==> src/rtl/fft_pkg.sv <==
// fft_pkg: shared widths, requester IDs and issue-FSM states for the DFT core arbiter
package fft_pkg;
  localparam int FFT_TDATA_W   = 64;
  localparam int FFT_TOUT_W    = 512;
  localparam int FFT_TAG_DEPTH = 8;
  localparam int FFT_CNT_W     = $clog2(FFT_TAG_DEPTH) + 1;
  typedef enum logic {REQ_FFT = 1'b0, REQ_IFFT = 1'b1} req_id_e;
  typedef enum logic {ARB = 1'b0, HOLD = 1'b1} arb_state_e;
endpackage

==> src/rtl/fft_tag_fifo.sv <==
// fft_tag_fifo: 1-bit in-order tag FIFO with wrap-bit pointers and a registered occupancy count
module fft_tag_fifo
  import fft_pkg::*;
#(
  parameter int DEPTH = FFT_TAG_DEPTH,
  parameter int CW    = $clog2(DEPTH) + 1
) (
  input  logic          clk,
  input  logic          rst_n,
  input  logic          i_push,
  input  logic          i_din,
  input  logic          i_pop,
  output logic          o_dout,
  output logic          o_full,
  output logic          o_empty,
  output logic [CW-1:0] o_count
);
  localparam int AW = $clog2(DEPTH);
  logic [AW:0]      r_wptr, r_rptr;
  logic [DEPTH-1:0] r_mem;
  logic [CW-1:0]    r_count;
  logic             w_push, w_pop;
  assign o_empty = r_wptr == r_rptr;
  assign o_full  = (r_wptr[AW] != r_rptr[AW]) && (r_wptr[AW-1:0] == r_rptr[AW-1:0]);
  // full is judged before any same-cycle pop, so a pop never frees a slot for a push
  assign w_push  = i_push & ~o_full;
  assign w_pop   = i_pop & ~o_empty;
  assign o_dout  = r_mem[r_rptr[AW-1:0]];
  assign o_count = r_count;
  always_ff @(posedge clk or negedge rst_n)
    if (!rst_n) begin
      r_wptr  <= '0;
      r_rptr  <= '0;
      r_mem   <= '0;
      r_count <= '0;
    end else begin
      if (w_push) r_mem[r_wptr[AW-1:0]] <= i_din;
      r_wptr  <= r_wptr + (AW+1)'(w_push);
      r_rptr  <= r_rptr + (AW+1)'(w_pop);
      r_count <= r_count + CW'(w_push) - CW'(w_pop);
    end
endmodule

==> src/rtl/fft_core_arbiter.sv <==
// fft_core_arbiter: round-robin sharing of one DFT core between two AXIS requesters, results steered by tag
module fft_core_arbiter
  import fft_pkg::*;
#(
  parameter int C_AXIS_TDATA_WIDTH = FFT_TDATA_W,
  parameter int C_AXIS_TOUT_WIDTH  = FFT_TOUT_W,
  parameter int TAG_DEPTH          = FFT_TAG_DEPTH,
  parameter int CNT_WIDTH          = $clog2(TAG_DEPTH) + 1
) (
  input  logic                          s_axis_aclk,
  input  logic                          s_axis_aresetn,
  input  logic                          s0_axis_tvalid,
  output logic                          s0_axis_tready,
  input  logic [C_AXIS_TDATA_WIDTH-1:0] s0_axis_tdata,
  input  logic                          s1_axis_tvalid,
  output logic                          s1_axis_tready,
  input  logic [C_AXIS_TDATA_WIDTH-1:0] s1_axis_tdata,
  output logic                          m_core_tvalid,
  input  logic                          m_core_tready,
  output logic [C_AXIS_TDATA_WIDTH-1:0] m_core_tdata,
  input  logic                          c_core_tvalid,
  output logic                          c_core_tready,
  input  logic [C_AXIS_TOUT_WIDTH-1:0]  c_core_tdata,
  output logic                          r0_axis_tvalid,
  input  logic                          r0_axis_tready,
  output logic [C_AXIS_TOUT_WIDTH-1:0]  r0_axis_tdata,
  output logic                          r1_axis_tvalid,
  input  logic                          r1_axis_tready,
  output logic [C_AXIS_TOUT_WIDTH-1:0]  r1_axis_tdata,
  output logic [CNT_WIDTH-1:0]          outstanding,
  output logic                          err_orphan
);
  arb_state_e r_state, w_next;
  logic r_rr_ptr, r_grant, r_err;
  logic w_grant, w_sel_valid, w_hs, w_full, w_empty, w_head, w_pop, w_orphan;
  // grant is frozen in HOLD so the presented AXIS beat cannot change under backpressure
  assign w_grant     = (r_state == HOLD) ? r_grant
                     : (s0_axis_tvalid & s1_axis_tvalid) ? r_rr_ptr : s1_axis_tvalid;
  assign w_sel_valid = w_grant ? s1_axis_tvalid : s0_axis_tvalid;
  assign m_core_tvalid  = s_axis_aresetn & w_sel_valid & ~w_full;
  assign m_core_tdata   = w_grant ? s1_axis_tdata : s0_axis_tdata;
  assign s0_axis_tready = s_axis_aresetn & (w_grant == REQ_FFT) & m_core_tready & ~w_full;
  assign s1_axis_tready = s_axis_aresetn & (w_grant == REQ_IFFT) & m_core_tready & ~w_full;
  assign w_hs           = m_core_tvalid & m_core_tready;
  always_ff @(posedge s_axis_aclk or negedge s_axis_aresetn)
    if (!s_axis_aresetn) r_state <= ARB;
    else r_state <= w_next;
  always_comb begin
    w_next = w_hs ? ARB : m_core_tvalid ? HOLD : r_state;
  end
  always_ff @(posedge s_axis_aclk or negedge s_axis_aresetn)
    if (!s_axis_aresetn) begin
      r_rr_ptr <= 1'b0;
      r_grant  <= 1'b0;
      r_err    <= 1'b0;
    end else begin
      if (w_hs) r_rr_ptr <= ~w_grant;
      if (r_state == ARB) r_grant <= w_grant;
      if (w_orphan) r_err <= 1'b1;
    end
  // results with no recorded tag are drained and dropped rather than stalling the core
  assign c_core_tready  = s_axis_aresetn & (w_empty | (w_head ? r1_axis_tready : r0_axis_tready));
  assign r0_axis_tvalid = c_core_tvalid & ~w_empty & ~w_head;
  assign r1_axis_tvalid = c_core_tvalid & ~w_empty & w_head;
  assign r0_axis_tdata  = c_core_tdata;
  assign r1_axis_tdata  = c_core_tdata;
  assign w_pop          = c_core_tvalid & c_core_tready & ~w_empty;
  assign w_orphan       = c_core_tvalid & c_core_tready & w_empty;
  assign err_orphan     = r_err;
  fft_tag_fifo #(.DEPTH(TAG_DEPTH), .CW(CNT_WIDTH)) u_tag_fifo (
    .clk     (s_axis_aclk),
    .rst_n   (s_axis_aresetn),
    .i_push  (w_hs),
    .i_din   (w_grant),
    .i_pop   (w_pop),
    .o_dout  (w_head),
    .o_full  (w_full),
    .o_empty (w_empty),
    .o_count (outstanding)
  );
endmodule

==> config.mk <==
export PLATFORM = sky130hd
export DESIGN_NAME = fft_core_arbiter
export DESIGN_NICKNAME = d
export VERILOG_FILES = /design/src/rtl/fft_pkg.sv /design/src/rtl/fft_tag_fifo.sv /design/src/rtl/fft_core_arbiter.sv
export SDC_FILE = /design/constraint.sdc
export NUM_CORES = 1
export LEC_CHECK = 0
export ABC_CLOCK_PERIOD_IN_PS = 2600
export BUFFER_PORTS_ARGS = -buffer_cell sky130_fd_sc_hd__buf_2
export CAP_MARGIN = 20
export CORE_AREA = 2 2 688 690
export DETAILED_ROUTE_END_ITERATION = 8
export DIE_AREA = 0 0 690 692
export GPL_ROUTABILITY_DRIVEN = 0
export PLACE_DENSITY = 0.3
export SLEW_MARGIN = 20
export SYNTH_ARGS = -nofsm -noshare
export SYNTH_HDL_FRONTEND = slang
export SYNTH_SLANG_ARGS = --single-unit
==> constraint.sdc <==
create_clock -name s_axis_aclk -period 2.6 [get_ports s_axis_aclk]
set_clock_uncertainty 0.05 [all_clocks]
set_input_delay 0.52 -clock s_axis_aclk [delete_from_list [all_inputs] [get_ports s_axis_aclk]]
set_output_delay 0.52 -clock s_axis_aclk [all_outputs]
set_load 0.02 [all_outputs]
* Word level (Yosys, flattened, before mapping)
Index checks and enable logic that the tools add are counted.
** Storage, ports and cells
- Register bits after elaboration :: 24
- Input port bits :: 648
- Output and inout bits :: 1099
** Cells by class
- $add $sub $neg :: 4
- Order comparisons :: 3
- Equal/unequal tests :: 3
- Multiplexer cells :: 12
- Bitwise operators :: 24
- Reductions and logical operators :: 3
** Operators by type and width (number)
- $mux 64 :: 1
- $and 1x1->1 :: 19
- $add 4x1->4 :: 3
- $bwmux 8 :: 1
- $lt 3x4->1 const B :: 2
- $mux 1 :: 8
- $eq 4x4->1 :: 1
- $not 1->1 :: 4
- $sub 4x1->4 :: 1
- $bmux 1 s3 :: 1
- $demux 1 s3 :: 1
- $eq 3x3->1 :: 1
- $ge 3x1->1 const B :: 1
- $logic_and 1x1->1 :: 2
- $reduce_bool 2->1 :: 1
- $ne 1x1->1 :: 1
- $or 1x1->1 :: 1

* Longest topological paths before layout
Gate-level depths: netlist of run 1.
- Word-level depth :: 10
- Gate-level depth with buffers :: 11
- Mapped depth without buffers :: 10

* Cells and area by module
A second synthesis of run 1 with hierarchy kept.
** Second synthesis, totals
- Cells, all modules :: 1207
- Area, all modules :: 9950.8 sq um
** Modules (own cells, without submodules)
- fft_core_arbiter :: instances 1, cells each 1127, area an instance 8892.3 sq um, sequential area each 100.1 sq um
- fft_tag_fifo :: instances 1, cells each 80, area an instance 1058.5 sq um, sequential area each 500.5 sq um

* Worst setup path after synthesis of run 1
Ideal clock, no wire load.
- Path type :: register to register
- From :: register u_tag_fifo.r_rptr[0]
- To :: register u_tag_fifo.r_count[2] (netlist: u_tag_fifo.o_count[2])
- Arrival :: 2516 ps
- Required time :: 2427 ps
- Setup slack :: -89 ps
- Stages on the path, launching flop included :: 11
- Path buffers :: 0
- Clock period less this slack :: 2689 ps
- Cells stage by stage :: dfrtp_1 -> mux4_1 -> mux2i_1 -> mux2i_1 -> nor3b_2 -> ha_1 -> inv_1 -> ha_1 -> inv_1 -> fa_1 -> xnor2_1
** Between the ends
- Cells in the longest elaborated chain, start to end :: 9
- Elaborated cells between the ends (all ways) :: 18
- Those cells by class :: add/sub (2); eq/ne (2); mux (3); bitwise (10); reduce/logical (1)
** Ends and longest elaborated chain
- from (decl) :: line fft_tag_fifo.sv:19 : logic [AW:0] r_wptr, r_rptr;
- from (signal assigned) :: line fft_tag_fifo.sv:39 : r_rptr <= r_rptr + (AW+1)'(w_pop);
- $bmux 1 s3 :: line fft_tag_fifo.sv:28 : assign o_dout = r_mem[r_rptr[AW-1:0]];
- $mux 1 (not written as such) :: line fft_tag_fifo.sv:28
- $mux 1 :: line fft_core_arbiter.sv:62 : assign c_core_tready = s_axis_aresetn & (w_empty | (w_head ? r1_axis_tready : r0_axis_tready));
- $or 1x1->1 :: line fft_core_arbiter.sv:62
- $and 1x1->1 :: line fft_core_arbiter.sv:62
- $and 1x1->1 (2 in a row) :: line fft_core_arbiter.sv:67 : assign w_pop = c_core_tvalid & c_core_tready & ~w_empty;
- $and 1x1->1 :: line fft_tag_fifo.sv:27 : assign w_pop = i_pop & ~o_empty;
- $sub 4x1->4 (*) :: line fft_tag_fifo.sv:40 : r_count <= r_count + CW'(w_push) - CW'(w_pop);
- to (signal assigned) :: line fft_tag_fifo.sv:40
- to (decl) :: line fft_tag_fifo.sv:21 : logic [CW-1:0] r_count;
Every way passes the cells marked *; elsewhere a longest branch is shown, timed or not. The select of a mux whose other input is x is not followed.
A chain may end at the register's enable or synchronous reset.

* Worst setup path in the final report of run 1
- From :: register u_tag_fifo.r_rptr[0]
- To :: register u_tag_fifo.r_count[1] (netlist: u_tag_fifo.o_count[1])
The elaborated chain is that of the path after synthesis.

==> results of run 1 <==
critical path, stage by stage (launching register included):
cell and delay [ps]:
dfrtp_2 410, mux4_2 550, mux2i_4 200, mux2i_2 100
nor3b_2 200, ha_2 310, inv_2 60, ha_4 130
inv_2 40, fa_1 490, inv_1 50
layout make-up:
class | count | area (sq um) | area share, %
multi-input cells | 140 | 1610 | 13.4
inverters | 9 | 33.8 | 0.281
clock buffers | 3 | 75.1 | 0.624
repair buffers | 255 | 1860 | 15.4
flip-flops and latches | 24 | 602 | 5.00
diodes | 16 | 40.0 | 0.333
well taps | 6223 | 7790 | 64.7
clock inverters | 1 | 30.0 | 0.249
path summary, 6_finish.rpt:
| kind | endpoint | slack [ps] | depth (start not counted) |
|---|---|---|---|
| setup / recovery | u_tag_fifo.o_count[1]$_DFF_PN0_ | -100 | 10 |
| hold / removal | r_state$_DFFE_PN0P_ | 180 | 2 |
| setup reg to reg | u_tag_fifo.o_count[1]$_DFF_PN0_ | -100 | 10 |
| hold reg to reg | err_orphan$_DFFE_PN0P_ | 440 | 1 |
| max in group asynchronous | u_tag_fifo.r_rptr[0]$_DFF_PN0_ | 1850 | 3 |
| min in group s_axis_aclk | err_orphan$_DFFE_PN0P_ | 440 | 1 |
layout by cell type, fill, tap and decap left out, drive strengths merged, types with 3 or more instances in the layout:
master	n
inv	9
a21oi	3
xor2	5
nand3	3
buf	255
nor4	8
ha	8
dfrtp	24
diode	16
mux2	72
mux2i	3
nand2	5
nor2	4
nand3b	3
clkbuf	3
xnor2	6
stage by stage:
step / setup slack (ps) / instance area [sq um] / total power [W]
finish: -97.7 / 12000 / 0.00585
global route: -218 / 12000 / 0.00615
CTS: -159 / 11900 / 0.00593
detailed placement: -263 / 11100 / 0.00434
global placement: -342 / 11100 / 0.00438
floorplan: -45.3 / 9780 / 0.00475
repair_timing:
action,in CTS,in global routing
endpoints found under the hold margin,0,0
setup buffers,13,2
cloned,2,0
pin swaps,8,5
setup endpoints to repair,71,36
resized for setup,149,24
power groups by stage:
stage / logic, W / clock network (W) / registers [W]
after floorplan: 0.00404 / 0 / 0.000713
after detailed placement: 0.00364 / 0 / 0.000698
after global placement: 0.00367 / 0 / 0.000708
after CTS: 0.00476 / 0.000468 / 0.000702
after global routing: 0.00494 / 0.000484 / 0.000725
final: 0.00470 / 0.000452 / 0.000700
registers in the layout (all words and copies together), names as in the netlist:
register,cells
r_rr_ptr,1
u_tag_fifo.r_wptr,4
u_tag_fifo.r_rptr,4
err_orphan,1
u_tag_fifo.o_count,4
r_grant,1
u_tag_fifo.r_mem,8
r_state,1
layer usage:
| metal | track usage, % | share of wire, % | up-vias |
|---|---|---|---|
| met5 | 2.76 | 0.71 | - |
| met4 | 4.02 | 4.3 | 36 |
| met3 | 27.1 | 46 | 399 |
| met2 | 17.7 | 40 | 2018 |
| met1 | 3.15 | 9.2 | 1885 |
| li1 | - | - | 1189 |
cells by family after synthesis:
family,synth area share [%]
compound gates,0.870
xor+xnor,0.985
fa+ha+maj,1.23
buf+inv,79.6
flops,6.14
mux,9.13
simple gates,2.08
==> flow_summary.ini, run 1 <==
[sta]
setup_tns_ps = -331
rsz0062_at_grt = true
slew_headroom_pct = 69.6
slew_violations = 0
fin_crit_ps = 2700
fin_crit_sh_pct = 104
worst_slew_pin_slew_ps = 453
setup_slack_ps = -97.7
holdWs_ps = 180
fmax_mhz = 371
setup_viol = 11
hold_viol_final = 0

[clocking]
insertion_delay_ps = 260
clk_path_buf_depth = 2
clk_pin_slew_ps = 70
cts_sinks = 24
ctsHoldBuffers = 0
cts-root-buf = clkbuf_16
cts_tree = done
h-tree-depth = 1
cts_buffers = 3

[power]
leakage_nw = 2.24
seqPwrFrac_pct = 12.0
peakVddDrop_uv = 384
p_clk_share_pct = 7.7
comb_power_share_pct = 80.3
p_int_w = 0.00304
p_sw_w = 0.00281
p_per_area_nw_per_um2 = 486
swShare_pct = 48.0

[global_route]
grt_pass1_vias = 5146
grt_util_all_layers_pct = 12.4
grt_overflow = 0
antenna_found_initial = 70
grt_max_degree = 17
grt_first_pass_wirelength_um = 324000

[floorplan]
chipHeight_um = 692
initial_core_util_pct = 2.08
ios = 1747
die_area_sq_um = 477000
die_w_um = 690
rows = 252
coreArea_sq_um = 470000

[run_status]
violations = negative setup slack
outcome = complete, but fails checks

[min_path]
hold_class = in2async

[synthesis]
yosysSeqAreaShare_pct = 6.14
synth_top_area_share_pct = 78.6
synth_cells = 1209
syn_avg_cell_area_sq_um = 8.09
synthFlopType = dfrtp_1
netlist_area_sq_um = 9780
yosysUniqueCellTypes = 38
yosys-top-cells-area = buf_4, mux2_2, dfrtp_1, ha_1, mux2_1
yosys.area.top_type = buf_4
yosysMostFrequentCell = buf_4
ys_warn_count = 0
synth_edf_count = 0
syn_nets = 1866
ys_ff_latch = 24
synth_common_cells = buf_4, mux2_2, dfrtp_1
ys_async_sr_fraction_pct = 100

[place]
io_buffer_count = 210
place_hpwl_um = 298000
placedCellCount = 6635

[layout]
syn_to_final_growth_pct = 23.0
nFillCells = 56228
nets = 1090
drive_gt1_share_pct = 81.7
instances_no_fill = 6671
fin_util_pct = 2.56

[detailed_routing]
num_vias = 5527
route.antenna.remaining_nets = 0
route.detailed.drc = 0
first_pass_iters = 4
drt_wl_total_um = 308000
wl_per_cell_um = 46.1
via_per_inst = 0.829
drtIter0Drc = 360

[job]
cap_violations = 0

[critical_path]
startpoint = u_tag_fifo.r_rptr[0]$_DFF_PN0_
crit_type = reg2reg
path_max_fanout = 3
r2r-start = u_tag_fifo.r_rptr[0]$_DFF_PN0_
critPathLaunchType = register
cp-end-kind = register
crit_required_ps = 2710
cp.arrival_ps = 2810
Note: power is estimated with default switching activity, not from simulation.
==> run 2: changes to the inputs <==
--- a/config.mk
+++ b/config.mk
@@ -14,4 +14,5 @@
 export GPL_ROUTABILITY_DRIVEN = 0
 export PLACE_DENSITY = 0.3
+export REMOVE_ABC_BUFFERS = 1
 export SLEW_MARGIN = 20
 export SYNTH_ARGS = -nofsm -noshare
--- a/constraint.sdc
+++ b/constraint.sdc
@@ -3,3 +3,3 @@
 set_input_delay 0.52 -clock s_axis_aclk [delete_from_list [all_inputs] [get_ports s_axis_aclk]]
 set_output_delay 0.52 -clock s_axis_aclk [all_outputs]
-set_load 0.02 [all_outputs]
+set_load 0.005 [all_outputs]
==> run 2 against run 1 <==
Effect of this change: the run still ends with negative setup slack left; critical path type unchanged; sequential power up 1%; routed wire length up 98%; first-iteration DRC count rose to 4.1 times the previous value; core utilization down 0.082 points; cell count down 0.10%; clock-buffer cell count up 1; worst hold slack better by 190 ps; non-clock buffer count up 2; power down 23%; largest power group unchanged; combinational power down 27%; sequential cell count unchanged; clock power down 13%.
==> flow_summary.ini, run 2 (synthesized netlist as in run 1, its figures left out) <==
[critical_path]
path_buf_inv = 3
path_max_fanout = 4
critPathLaunchType = register
crit_slowest_cell = mux4_2
path_common_cell = inv_2
cp-end-kind = register
crit_family = multiplexers
cp.arrival_ps = 2800
max_stage_delay_ps = 540
crit_chain = mux4_2 -> mux2i_4 -> mux2i_2 -> nor3b_2 -> ha_2 -> inv_2 -> ha_4 -> inv_2 -> fa_1 -> inv_1
crit_type = reg2reg
crit_required_ps = 2720

[layout]
nets = 1092
fin_util_pct = 2.48
regMostFlops = u_tag_fifo.r_mem
final_cell_mix = buf_2, mux2_2, buf_4
largest_register_ffs = 8
layout_commonest_cell = buf_2
drive_gt1_share_pct = 82.3
syn_to_final_growth_pct = 19.1

[min_path]
hold_class = in2async

[clocking]
cts-root-buf = clkbuf_16
cts_buffers = 3
clk_path_buf_depth = 2
cts_tree = done
clk_pin_slew_ps = 70
cts_sinks = 24
insertion_delay_ps = 270
h-tree-depth = 1

[detailed_routing]
drtIter0Drc = 1465
first_pass_iters = 5
wl_per_cell_um = 91.3
route.detailed.drc = 0
num_vias = 8993
drt_wl_total_um = 608000
route.antenna.remaining_nets = 0
via_per_inst = 1.35

[sta]
rsz0062_at_grt = true
worst_slew_pin_slew_ps = 490
hold_viol_final = 0
setup_viol = 3
fmax_mhz = 374
setup_slack_ps = -75.9
fin_crit_sh_pct = 103
fin_crit_ps = 2680
slew_violations = 0
slew_headroom_pct = 67.0

[place]
post-place-ws_ps = -321
place_hpwl_um = 577000
io_buffer_count = 210

[global_route]
grt_pass1_vias = 5525
antenna_found_initial = 24
grt_overflow = 0
grt_max_degree = 16
grt_util_all_layers_pct = 24.6
grt_first_pass_wirelength_um = 625000

[run_status]
outcome = complete, but fails checks
violations = negative setup slack

[floorplan]
coreArea_sq_um = 470000
ios = 1747
initial_core_util_pct = 2.08
rows = 252
chipHeight_um = 692
die_area_sq_um = 477000
die_w_um = 690

[power]
leakage_nw = 2.02
peakVddDrop_uv = 321
p_per_area_nw_per_um2 = 388

[job]
cap_violations = 0
## run 2: changes by cell type in the layout (fill, tap and decap cells not counted), sizes merged
cell    before  now
bufinv       1    0
diode       16    7
buf        255  257
clkbuf       3    4
## run 2: area by class of cell
class	count	area, sq um
timing repair buffer	257	1570
inverter	9	33.8
antenna	7	17.5
tap	6223	7790
multi-input combinational	140	1560
clock buffer	4	88.8
fill	56236	458000
sequential	24	602
## run 2: layer usage
layer / vias up / share of wire, % / track usage [%]
met5: - / 2.1 / 19.2
li1: 1183 / - / -
met1: 3224 / 13 / 8.53
met3: 559 / 27 / 31.4
met4: 72 / 13 / 25.2
met2: 3955 / 46 / 40.1
## run 2: final timing paths
| path | from | endpoint | slack (ps) | cells past startpoint |
|---|---|---|---|---|
| min in group s_axis_aclk | u_tag_fifo.r_mem[7]$_DFFE_PN0P_ | u_tag_fifo.r_mem[7]$_DFFE_PN0P_ | 440 | 1 |
| setup / recovery | u_tag_fifo.r_rptr[0]$_DFF_PN0_ | u_tag_fifo.o_count[1]$_DFF_PN0_ | -80 | 10 |
| max in group asynchronous | s_axis_aresetn | u_tag_fifo.r_rptr[0]$_DFF_PN0_ | 1630 | 4 |
| hold reg to reg | u_tag_fifo.r_mem[7]$_DFFE_PN0P_ | u_tag_fifo.r_mem[7]$_DFFE_PN0P_ | 440 | 1 |
| hold / removal | s_axis_aresetn | u_tag_fifo.r_rptr[3]$_DFF_PN0_ | 370 | 3 |
| setup reg to reg | u_tag_fifo.r_rptr[0]$_DFF_PN0_ | u_tag_fifo.o_count[1]$_DFF_PN0_ | -80 | 10 |
## run 2: where the power goes
part	internal (W)	switching, W
Combinational	0.00173	0.00169
Clock	0.000236	0.000155
Sequential	0.000554	0.000155
## run 2: timing repair
action,in CTS,in global routing
cloned,2,0
pin swaps,6,5
buffers inserted,5,2
endpoints found under the setup margin,64,62
hold buffers,0,0
gates resized for setup,40,13
hold endpoints to repair,0,0
## run 2: metrics by stage
step | instances | setup TNS, ps | power [W] | hold WS, ps | area (sq um)
floorplan | 173 | -46370 | 0.00196 | 174 | 2030
global placement | 6645 | -1110 | 0.00365 | 422 | 11200
CTS | 6656 | -345 | 0.00445 | 370 | 11500
detailed placement | 6645 | -1130 | 0.00359 | 426 | 11200
finish | 6664 | -191 | 0.00452 | 375 | 11700
global route | 6662 | -736 | 0.00480 | 379 | 11600
## run 2: worst min-delay path, stage by stage
cell and delay [ps]:
buf_2 170, buf_4 130, buf_4 240
